$ cat config.mk
export PLATFORM = sky130hd
export DESIGN_NAME = ddr3_dq_sched
export DESIGN_NICKNAME = d
export VERILOG_FILES = /design/src/rtl/ddr3_sched_pkg.sv /design/src/rtl/ddr3_sr36.sv /design/src/rtl/ddr3_dq_sched.sv
export SDC_FILE = /design/constraint.sdc
export NUM_CORES = 1
export LEC_CHECK = 0
export CORE_MARGIN = 4
export CORE_UTILIZATION = 51
export CTS_CLUSTER_DIAMETER = 100
export DETAILED_ROUTE_END_ITERATION = 10
export PLACE_DENSITY = 0.83
export SYNTH_ARGS = -nofsm -noshare
export SYNTH_HDL_FRONTEND = slang
export SYNTH_SLANG_ARGS = --single-unit
$ cat constraint.sdc
create_clock -name clk -period 2.3 [get_ports clk]
set_input_delay 0.46 -clock clk [delete_from_list [all_inputs] [get_ports clk]]
set_output_delay 0.46 -clock clk [all_outputs]
set_load 0.005 [all_outputs]
$ cat src/rtl/ddr3_sched_pkg.sv
// Shared types and constants for the DDR3 data-phase scheduler and its delay line.
package ddr3_sched_pkg;

  localparam int TAG_W     = 34;
  localparam int PW        = 36;
  localparam int VALID_BIT = 35;
  localparam int WR_BIT    = 34;

  typedef enum logic {
    ST_FLUSH = 1'b0,
    ST_RUN   = 1'b1
  } state_e;

  typedef enum logic {
    DIR_RD = 1'b0,
    DIR_WR = 1'b1
  } dir_e;

  // Field order matches VALID_BIT / WR_BIT: {valid, wr, tag}.
  typedef struct packed {
    logic             valid;
    logic             wr;
    logic [TAG_W-1:0] tag;
  } pipe_word_t;

endpackage

$ cat src/rtl/ddr3_sr36.sv
// Fixed-length 36-bit delay line: a word presented at cycle t appears at cycle t+PIPE_LEN.
module ddr3_sr36
  import ddr3_sched_pkg::*;
#(
  parameter int PIPE_LEN = 7
) (
  input  logic          clk,
  input  logic [PW-1:0] shift_in,
  output logic [PW-1:0] shift_out
);

  logic [PW-1:0] stage_q [PIPE_LEN];

  // NOTE: the stages carry no reset; the owner flushes them by shifting in zero words.
  always_ff @(posedge clk) begin
    stage_q[0] <= shift_in;
    for (int i = 1; i < PIPE_LEN; i++) begin
      stage_q[i] <= stage_q[i-1];
    end
  end

  assign shift_out = stage_q[PIPE_LEN-1];

endmodule

$ cat src/rtl/ddr3_dq_sched.sv
// DDR3 data-bus phase scheduler: read/write arbitration with tCCD and turnaround spacing.
// Optional grant statistics are compiled in with DDR3_DQ_SCHED_STATS_EN.
module ddr3_dq_sched
  import ddr3_sched_pkg::*;
#(
  parameter int PIPE_LEN = 7,
  parameter int TCCD     = 4,
  parameter int TTURN    = 6
) (
  input  logic             clk,
  input  logic             rst,
  input  logic             rd_valid,
  input  logic [TAG_W-1:0] rd_tag,
  output logic             rd_ready,
  input  logic             wr_valid,
  input  logic [TAG_W-1:0] wr_tag,
  output logic             wr_ready,
  output logic             dp_valid,
  output logic             dp_wr,
  output logic [TAG_W-1:0] dp_tag,
  output logic             busy
`ifdef DDR3_DQ_SCHED_STATS_EN
  ,
  output logic [15:0]      stat_rd,
  output logic [15:0]      stat_wr,
  output logic [15:0]      stat_turn
`endif
);

  localparam int SINCE_W  = $clog2(TTURN + 1);
  localparam int FLUSH_W  = $clog2(PIPE_LEN + 1);
  localparam int INFL_MAX = (PIPE_LEN + TCCD - 1) / TCCD + 1;
  localparam int INFL_W   = $clog2(INFL_MAX + 1);
  localparam logic [SINCE_W-1:0] TCCD_C  = SINCE_W'(TCCD);
  localparam logic [SINCE_W-1:0] TTURN_C = SINCE_W'(TTURN);

  state_e             state_q, state_d;
  logic [FLUSH_W-1:0] flush_cnt_q, flush_cnt_d;
  logic [SINCE_W-1:0] since_q, since_d;
  dir_e               last_dir_q, last_dir_d;
  dir_e               rr_pref_q, rr_pref_d;
  logic [INFL_W-1:0]  inflight_q, inflight_d;
  logic               running, rd_ok, wr_ok, grant;
  dir_e               gnt_dir;
  pipe_word_t         word_in, word_out;

  // Grants are suppressed during rst even if the state register still reads RUN.
  assign running  = (state_q == ST_RUN) && !rst;
  assign rd_ok    = running && rd_valid &&
                    (since_q >= ((last_dir_q == DIR_RD) ? TCCD_C : TTURN_C));
  assign wr_ok    = running && wr_valid &&
                    (since_q >= ((last_dir_q == DIR_WR) ? TCCD_C : TTURN_C));
  assign rd_ready = rd_ok && !(wr_ok && (rr_pref_q == DIR_WR));
  assign wr_ready = wr_ok && !(rd_ok && (rr_pref_q == DIR_RD));
  assign grant    = rd_ready || wr_ready;
  assign gnt_dir  = wr_ready ? DIR_WR : DIR_RD;

  always_comb begin
    word_in = '0;
    if (grant) begin
      word_in.valid = 1'b1;
      word_in.wr    = wr_ready;
      word_in.tag   = wr_ready ? wr_tag : rd_tag;
    end
  end

  ddr3_sr36 #(.PIPE_LEN(PIPE_LEN)) u_dly (
    .clk       (clk),
    .shift_in  (word_in),
    .shift_out (word_out)
  );

  assign dp_valid = running && word_out.valid;
  assign dp_wr    = running && word_out.wr;
  assign dp_tag   = running ? word_out.tag : '0;
  assign busy     = rst || (state_q == ST_FLUSH) || (inflight_q != '0);

  // NOTE: every variable gets its default before any branch, so no latch is inferred.
  always_comb begin
    state_d     = state_q;
    flush_cnt_d = flush_cnt_q;
    since_d     = since_q;
    last_dir_d  = last_dir_q;
    rr_pref_d   = rr_pref_q;
    inflight_d  = inflight_q;

    case (state_q)
      ST_FLUSH: begin
        if (flush_cnt_q > FLUSH_W'(1)) begin
          flush_cnt_d = flush_cnt_q - FLUSH_W'(1);
        end else begin
          flush_cnt_d = '0;
          state_d     = ST_RUN;
        end
      end
      default: ;
    endcase

    if (grant) begin
      since_d    = SINCE_W'(1);
      last_dir_d = gnt_dir;
    end else if (since_q != TTURN_C) begin
      since_d = since_q + SINCE_W'(1);
    end

    // Round-robin only advances when it actually resolved a conflict.
    if (rd_ok && wr_ok) begin
      rr_pref_d = (rr_pref_q == DIR_WR) ? DIR_RD : DIR_WR;
    end

    case ({grant, dp_valid})
      2'b10:   inflight_d = inflight_q + INFL_W'(1);
      2'b01:   inflight_d = inflight_q - INFL_W'(1);
      default: ;
    endcase
  end

  // NOTE: non-blocking assignments so every register samples pre-edge values.
  always_ff @(posedge clk) begin
    if (rst) begin
      state_q     <= ST_FLUSH;
      flush_cnt_q <= FLUSH_W'(PIPE_LEN);
      since_q     <= TTURN_C;
      last_dir_q  <= DIR_RD;
      rr_pref_q   <= DIR_WR;
      inflight_q  <= '0;
    end else begin
      state_q     <= state_d;
      flush_cnt_q <= flush_cnt_d;
      since_q     <= since_d;
      last_dir_q  <= last_dir_d;
      rr_pref_q   <= rr_pref_d;
      inflight_q  <= inflight_d;
    end
  end

`ifdef DDR3_DQ_SCHED_STATS_EN
  logic [15:0] stat_rd_q, stat_wr_q, stat_turn_q;

  always_ff @(posedge clk) begin
    if (rst) begin
      stat_rd_q   <= '0;
      stat_wr_q   <= '0;
      stat_turn_q <= '0;
    end else begin
      if (rd_ready && (stat_rd_q != 16'hFFFF)) stat_rd_q <= stat_rd_q + 16'd1;
      if (wr_ready && (stat_wr_q != 16'hFFFF)) stat_wr_q <= stat_wr_q + 16'd1;
      if (grant && (gnt_dir != last_dir_q) && (stat_turn_q != 16'hFFFF)) begin
        stat_turn_q <= stat_turn_q + 16'd1;
      end
    end
  end

  assign stat_rd   = stat_rd_q;
  assign stat_wr   = stat_wr_q;
  assign stat_turn = stat_turn_q;
`endif

endmodule
# Word-level counts from Yosys, hierarchy flattened
# Memory sizes are Yosys's and may differ from the RTL's.
# Index checks and enable logic that the tools add are counted.
[classes]
n_addsub = 4
magnitude_cmp = 3
n_eq_ne = 3
muxes = 13
bitwise = 2
n_reduce_logical = 21
[ops]
columns = ["cell", "n"]
rows = [
  ["$mux 34", 2],
  ["$mux 36", 1],
  ["$logic_and 1x1->1", 12],
  ["$mux 3", 3],
  ["$ge 3x3->1", 2],
  ["$reduce_bool 2->1", 3],
  ["$mux 1", 4],
  ["$mux 2", 2],
  ["$pmux 2 s2", 1],
  ["$add 3x1->3 const B", 1],
  ["$gt 3x1->1 const B", 1],
  ["$logic_not 1->1", 3],
  ["$logic_or 1x1->1", 3],
  ["$ne 3x3->1 const B", 1],
  ["$sub 3x1->3 const B", 1],
  ["$add 2x1->2 const B", 1],
  ["$eq 2x1->1 const B", 1],
  ["$eq 2x2->1 const B", 1],
  ["$not 1->1", 2],
  ["$sub 2x1->2 const B", 1],
]
[word_totals]
reg_bits = 11
ramBits = 252
inputBits = 72
wordCells = 53
n_memories = 1
[memory_table]
columns = ["name", "depth", "width", "read_ports", "rd_clocked_by_memory_dff", "write_ports", "line", "source"]
rows = [
  ["u_dly.stage_q", 7, 36, 7, 0, 7, "ddr3_sr36.sv:12", "logic [PW-1:0] stage_q [PIPE_LEN];"],
]

# Logic depth before layout (Yosys ltp)
[depth]
ltp_word = 10
mapped_depth = 9

# Hierarchy
# From an unflattened synthesis, not the netlist that was laid out.
[unflattened]
hier_cells = 481
area_unflattened_um2 = 6580.1
[modules_own_cells]
columns = ["module", "n_inst", "cells_per_inst", "area_per_inst_um2", "seq_area_each_um2"]
rows = [
  ["ddr3_sr36", 1, 252, 5044.8, 5044.8],
  ["ddr3_dq_sched", 1, 229, 1535.2, 220.2],
]

# Worst setup path after synthesis
# OpenSTA, ideal clock, no wires.
[synth_path]
path_kind = "flip-flop to flip-flop"
start = "reg since_q[1]"
end = "reg inflight_q[1]"
arrival_ps = 1949
slack_ps = 281
path_stages_with_launch = 9
period_less_slack_ps = 2019
cell_sequence = "dfxtp_1 inv_1 ha_1 o21ai_1 and2_1 o21ai_1 ha_1 or3_1 a21oi_1"
[synth_via]
elab_chain_len = 8
elab_cells_between_ends = 15
cone_classes = "order compare: 2; eq/ne: 2; mux: 1; reduce/logical: 10"
[synth_rtl]
columns = ["element", "line", "source"]
rows = [
  ["from (decl)", "ddr3_dq_sched.sv:39", "logic [SINCE_W-1:0] since_q, since_d;"],
  ["from (signal assigned)", "ddr3_dq_sched.sv:130", "since_q <= since_d;"],
  ["$ge 3x3->1 (on tied branches)", "ddr3_dq_sched.sv:52, ddr3_dq_sched.sv:50", ""],
  ["$logic_and 1x1->1 (on tied branches)", "ddr3_dq_sched.sv:51, ddr3_dq_sched.sv:49", ""],
  ["$logic_and 1x1->1 (on tied branches)", "ddr3_dq_sched.sv:53, ddr3_dq_sched.sv:54", ""],
  ["$logic_not 1->1 (on tied branches)", "ddr3_dq_sched.sv:53, ddr3_dq_sched.sv:54", ""],
  ["$logic_and 1x1->1 (on tied branches)", "ddr3_dq_sched.sv:53, ddr3_dq_sched.sv:54", ""],
  ["$logic_or 1x1->1 *", "ddr3_dq_sched.sv:55", "assign grant = rd_ready || wr_ready;"],
  ["$eq 2x1->1 / $eq 2x2->1 (equally long branches)", "ddr3_dq_sched.sv:111", "case ({grant, dp_valid})"],
  ["$pmux 2 s2 / $reduce_bool 2->1 (equally long branches)", "n/a", ""],
  ["to (signal assigned)", "ddr3_dq_sched.sv:133", "inflight_q <= inflight_d;"],
  ["to (decl)", "ddr3_dq_sched.sv:42", "logic [INFL_W-1:0] inflight_q, inflight_d;"],
]
# Mark *: on every way between the ends. The rest lies on a longest branch, timed or not.
# A chain may end at the register's enable or synchronous reset.

# Worst setup path in the final report
[layout_path]
start = "reg last_dir_q"
end = "out rd_ready"
[layout_via]
elab_chain_len = 6
elab_cells_between_ends = 9
cone_classes = "order compare: 2; mux: 2; reduce/logical: 5"
[layout_rtl]
columns = ["element", "line", "source"]
rows = [
  ["from (decl)", "ddr3_dq_sched.sv:40", "dir_e last_dir_q, last_dir_d;"],
  ["from (signal assigned)", "ddr3_dq_sched.sv:131", "last_dir_q <= last_dir_d;"],
  ["$mux 2", "ddr3_dq_sched.sv:52", "(since_q >= ((last_dir_q == DIR_WR) ? TCCD_C : TTURN_C));"],
  ["$ge 3x3->1", "ddr3_dq_sched.sv:52", ""],
  ["$logic_and 1x1->1", "ddr3_dq_sched.sv:51", "assign wr_ok = running && wr_valid &&"],
  ["$logic_and 1x1->1", "ddr3_dq_sched.sv:53", "assign rd_ready = rd_ok && !(wr_ok && (rr_pref_q == DIR_WR));"],
  ["$logic_not 1->1", "ddr3_dq_sched.sv:53", ""],
  ["$logic_and 1x1->1 *", "ddr3_dq_sched.sv:53", ""],
  ["to (decl)", "ddr3_dq_sched.sv:14", "output logic rd_ready,"],
]
# Marks and branches as above.

==> impl_metrics.csv <==
group,metric,value,unit
sta,final-max-slew-violation-count,0,
critical_path,required,1840,ps
floorplan,die_area,14800,um^2
global_route,grt.total_usage,0.144,
drt,wl_per_cell,13.5,um
hold_path,hp-class,"reg -> reg",
drt,firstDrtPassIters,5,
drt,drc,0,
cts,clkTransAtPathRegs,70,ps
floorplan,die_y,122,um
yosys,ys.flop_type,"dfxtp_1",
critical_path,r2r_end,"inflight_q[1]$_SDFFE_PP0P_",
cts,clk_latency,480,ps
sta,fin_crit_sh,0.984,
sta,fin_crit,2260,ps
cts,htree_num_levels,1,
sta,setup_slack,37.5,ps
drt,routed_wl,10900,um
global_route,grtUsageMet2,0.255,
cts,hold_buffers,0,
global_route,first_global_vias,3647,
placed_design,place_ws,-225,ps
floorplan,rows,41,
sta,worst_pin_slew,601,ps
critical_path,r2r_cells,10,
yosys,synth_area,6580,um^2
status,outcome,"finished clean",
yosys,ys_types,32,
floorplan,ios,111,
placed_design,port_buffers,110,
critical_path,critical_path_peak_fanout,2,
global_route,grt.busiest_layer,"met2",
global_route,grt_pass1_wl,16900,um
cts,cts_root_buffer,"clkbuf_16",
sta,rsz0062_at_grt,"false",
yosys,synth-edff-count,0,
yosys,async_flop_share,0,
sta,relSlewSlack,0.600,
pwr,p_per_area,990,nW/um^2
critical_path,worstSetupPathType,"reg -> out",
layout,drive_gt1_frac,0.139,
yosys,syn_nets,560,
drt,dr.first_iter.drc_count,179,
yosys,seq_area_frac_synth,0.801,
sta,finalHoldViolations,0,
drt,vias_per_cell,4.46,
layout,fin_nets,698,
global_route,grtUsageMet3,0.0274,
placed_design,gp_congestion,0.798,
floorplan,core,12600,um^2
layout,fill_cells,861,
critical_path,crit_start,"last_dir_q$_SDFFE_PP0P_",
cts,numCtsBuffers,23,
yosys,ys_warn_count,0,
sta,fin_skew,8.16,ps
cts,tritoncts,"done",
global_route,antenna_found_initial,0,
placed_design,dpl.hpwl,6780,um
global_route,use_met1,0.168,
global_route,grt-ovfl-total,0,
yosys,ys_ff_latch,263,
critical_path,r2r_slack,80,ps
pwr,p_total,8.62,mW
floorplan,die_w,122,um
sta,setup_viol,0,
pwr,power_leakage,3.59,nW
critical_path,endpoint_kind,"primary output",
floorplan,start_util,0.521,
sta,fmax,0.442,GHz
pwr,peakVddDrop,0.526,mV
critical_path,cp-start-kind,"register",
critical_path,rr_startpoint,"last_dir_q$_SDFFE_PP0P_",
drt,route.vias.total,3600,
critical_path,cp-endpoint,"rd_ready",
cts,cts.path.max_buffers,3,
yosys,synthCells,481,
cts,cts_sinks,263,
critical_path,cp_data_arrival_time,1800,ps
global_route,grt_max_degree,70,
flow_run,maxCapViolCount,0,
yosys,synth.avg_cell_area,13.7,um^2
drt,ant_nets,0,
layout,area_growth_syn_to_layout,32.4,%
## synthesized netlist by cell type (all sizes together), types with 2 or more instances
cell | count | area share
clkbuf | 6 | 0.0040
dfxtp | 263 | 0.80
nor2 | 7 | 0.0040
nand2 | 72 | 0.041
o22ai | 34 | 0.044
a21o | 2 | 0.0023
xnor2 | 2 | 0.0027
o21ai | 8 | 0.0078
buf | 14 | 0.016
ha | 7 | 0.013
inv | 8 | 0.0046
and2 | 38 | 0.036
a21oi | 7 | 0.0053
## how the worst min path moves through the flow
stage                     depth (start not counted)                             from                            to
after floorplan                                   0   u_dly.stage_q[0][0]$_SDFF_PN0_   u_dly.stage_q[1][0]$_DFF_P_
after global placement                            0     u_dly.stage_q[1][28]$_DFF_P_  u_dly.stage_q[2][28]$_DFF_P_
after detailed placement                          0  u_dly.stage_q[0][34]$_SDFF_PN0_  u_dly.stage_q[1][34]$_DFF_P_
after CTS                                         0      u_dly.stage_q[2][1]$_DFF_P_   u_dly.stage_q[3][1]$_DFF_P_
after global routing                              0     u_dly.stage_q[1][20]$_DFF_P_  u_dly.stage_q[2][20]$_DFF_P_
final                                             0      u_dly.stage_q[2][1]$_DFF_P_   u_dly.stage_q[3][1]$_DFF_P_
## placed cells by master, fill, tap and decap left out, drive strengths merged, types with 2 or more instances in the layout
master,Yosys,final
a21o,2,2
a21oi,7,7
and2,38,38
buf,14,24
clkbuf,6,32
clkdlybuf4s50,0,71
clkinv,0,8
dfxtp,263,263
dlygate4sd2,0,36
ha,7,7
inv,8,8
nand2,72,72
nor2,7,7
o21ai,8,8
o22ai,34,34
xnor2,2,2
## repair_timing
action,CTS,global route
buffers inserted,5,5
gates cloned,1,0
resized for setup,50,5
setup endpoints to repair,39,3
pin swaps,1,1
## layout make-up
| class | count | area (um^2) | share of cell area |
|---|---|---|---|
| clock inverter | 9 | 77.6 | 0.00891 |
| clock buffer | 31 | 656 | 0.0753 |
| tap | 172 | 215 | 0.0247 |
| sequential | 263 | 5270 | 0.605 |
| timing repair buffer | 133 | 1280 | 0.147 |
| antenna | 1 | 2.50 | 0.000287 |
| multi-input combinational | 190 | 1180 | 0.136 |
| inverter | 8 | 30.0 | 0.00345 |
## worst max-delay path, stage by stage, from the launching register on
cell and delay, ps:
dfxtp_2 340, inv_1 110, ha_4 230, nand2b_4 80, a21boi_4 70, buf_4 140, a211oi_2 220, clkbuf_2 150
## metal layers
metal / wire, um / vias up / share of wire
met4: 292 / 0 / 0.027
met1: 4440 / 1637 / 0.41
li1: - / 1829 / -
met3: 494 / 28 / 0.045
met5: 0 / - / 0
met2: 5640 / 106 / 0.52
## sequential cells by signal, indices dropped and copies added, names as in the netlist
register	flops
since_q	3
flush_cnt_q	3
state_q	1
inflight_q	2
rr_pref_q	1
last_dir_q	1
u_dly.stage_q	252
## report_power, final
part	internal [mW]	switching, mW
registers	4.61	0.0314
logic	0.210	0.151
clock network	2.11	1.51
total	6.93	1.69
## cells by family after synthesis
| logic type | Yosys count | synth area share |
|---|---|---|
| buffers and inverters | 28 | 0.0247 |
| AOI/OAI and AO/OA | 59 | 0.0706 |
| and+or+nand+nor | 121 | 0.0868 |
| xor gates and xnor gates | 3 | 0.00400 |
| DFF | 263 | 0.801 |
| adders and majority gates | 7 | 0.0133 |
## per-stage QoR
stage               TNS, ps  cells  utilization  hold WS, ps  instance area [um^2]
finish                    0    807        0.690          320                  8710
global route              0    806        0.690          328                  8710
CTS                   -47.5    801        0.687          313                  8670
detailed placement   -11510    755        0.624          312                  7880
global placement      -5650    755        0.624          310                  7880
floorplan                 0    481            -          310                  6580
No activity file was read; power rests on OpenSTA's default activity.
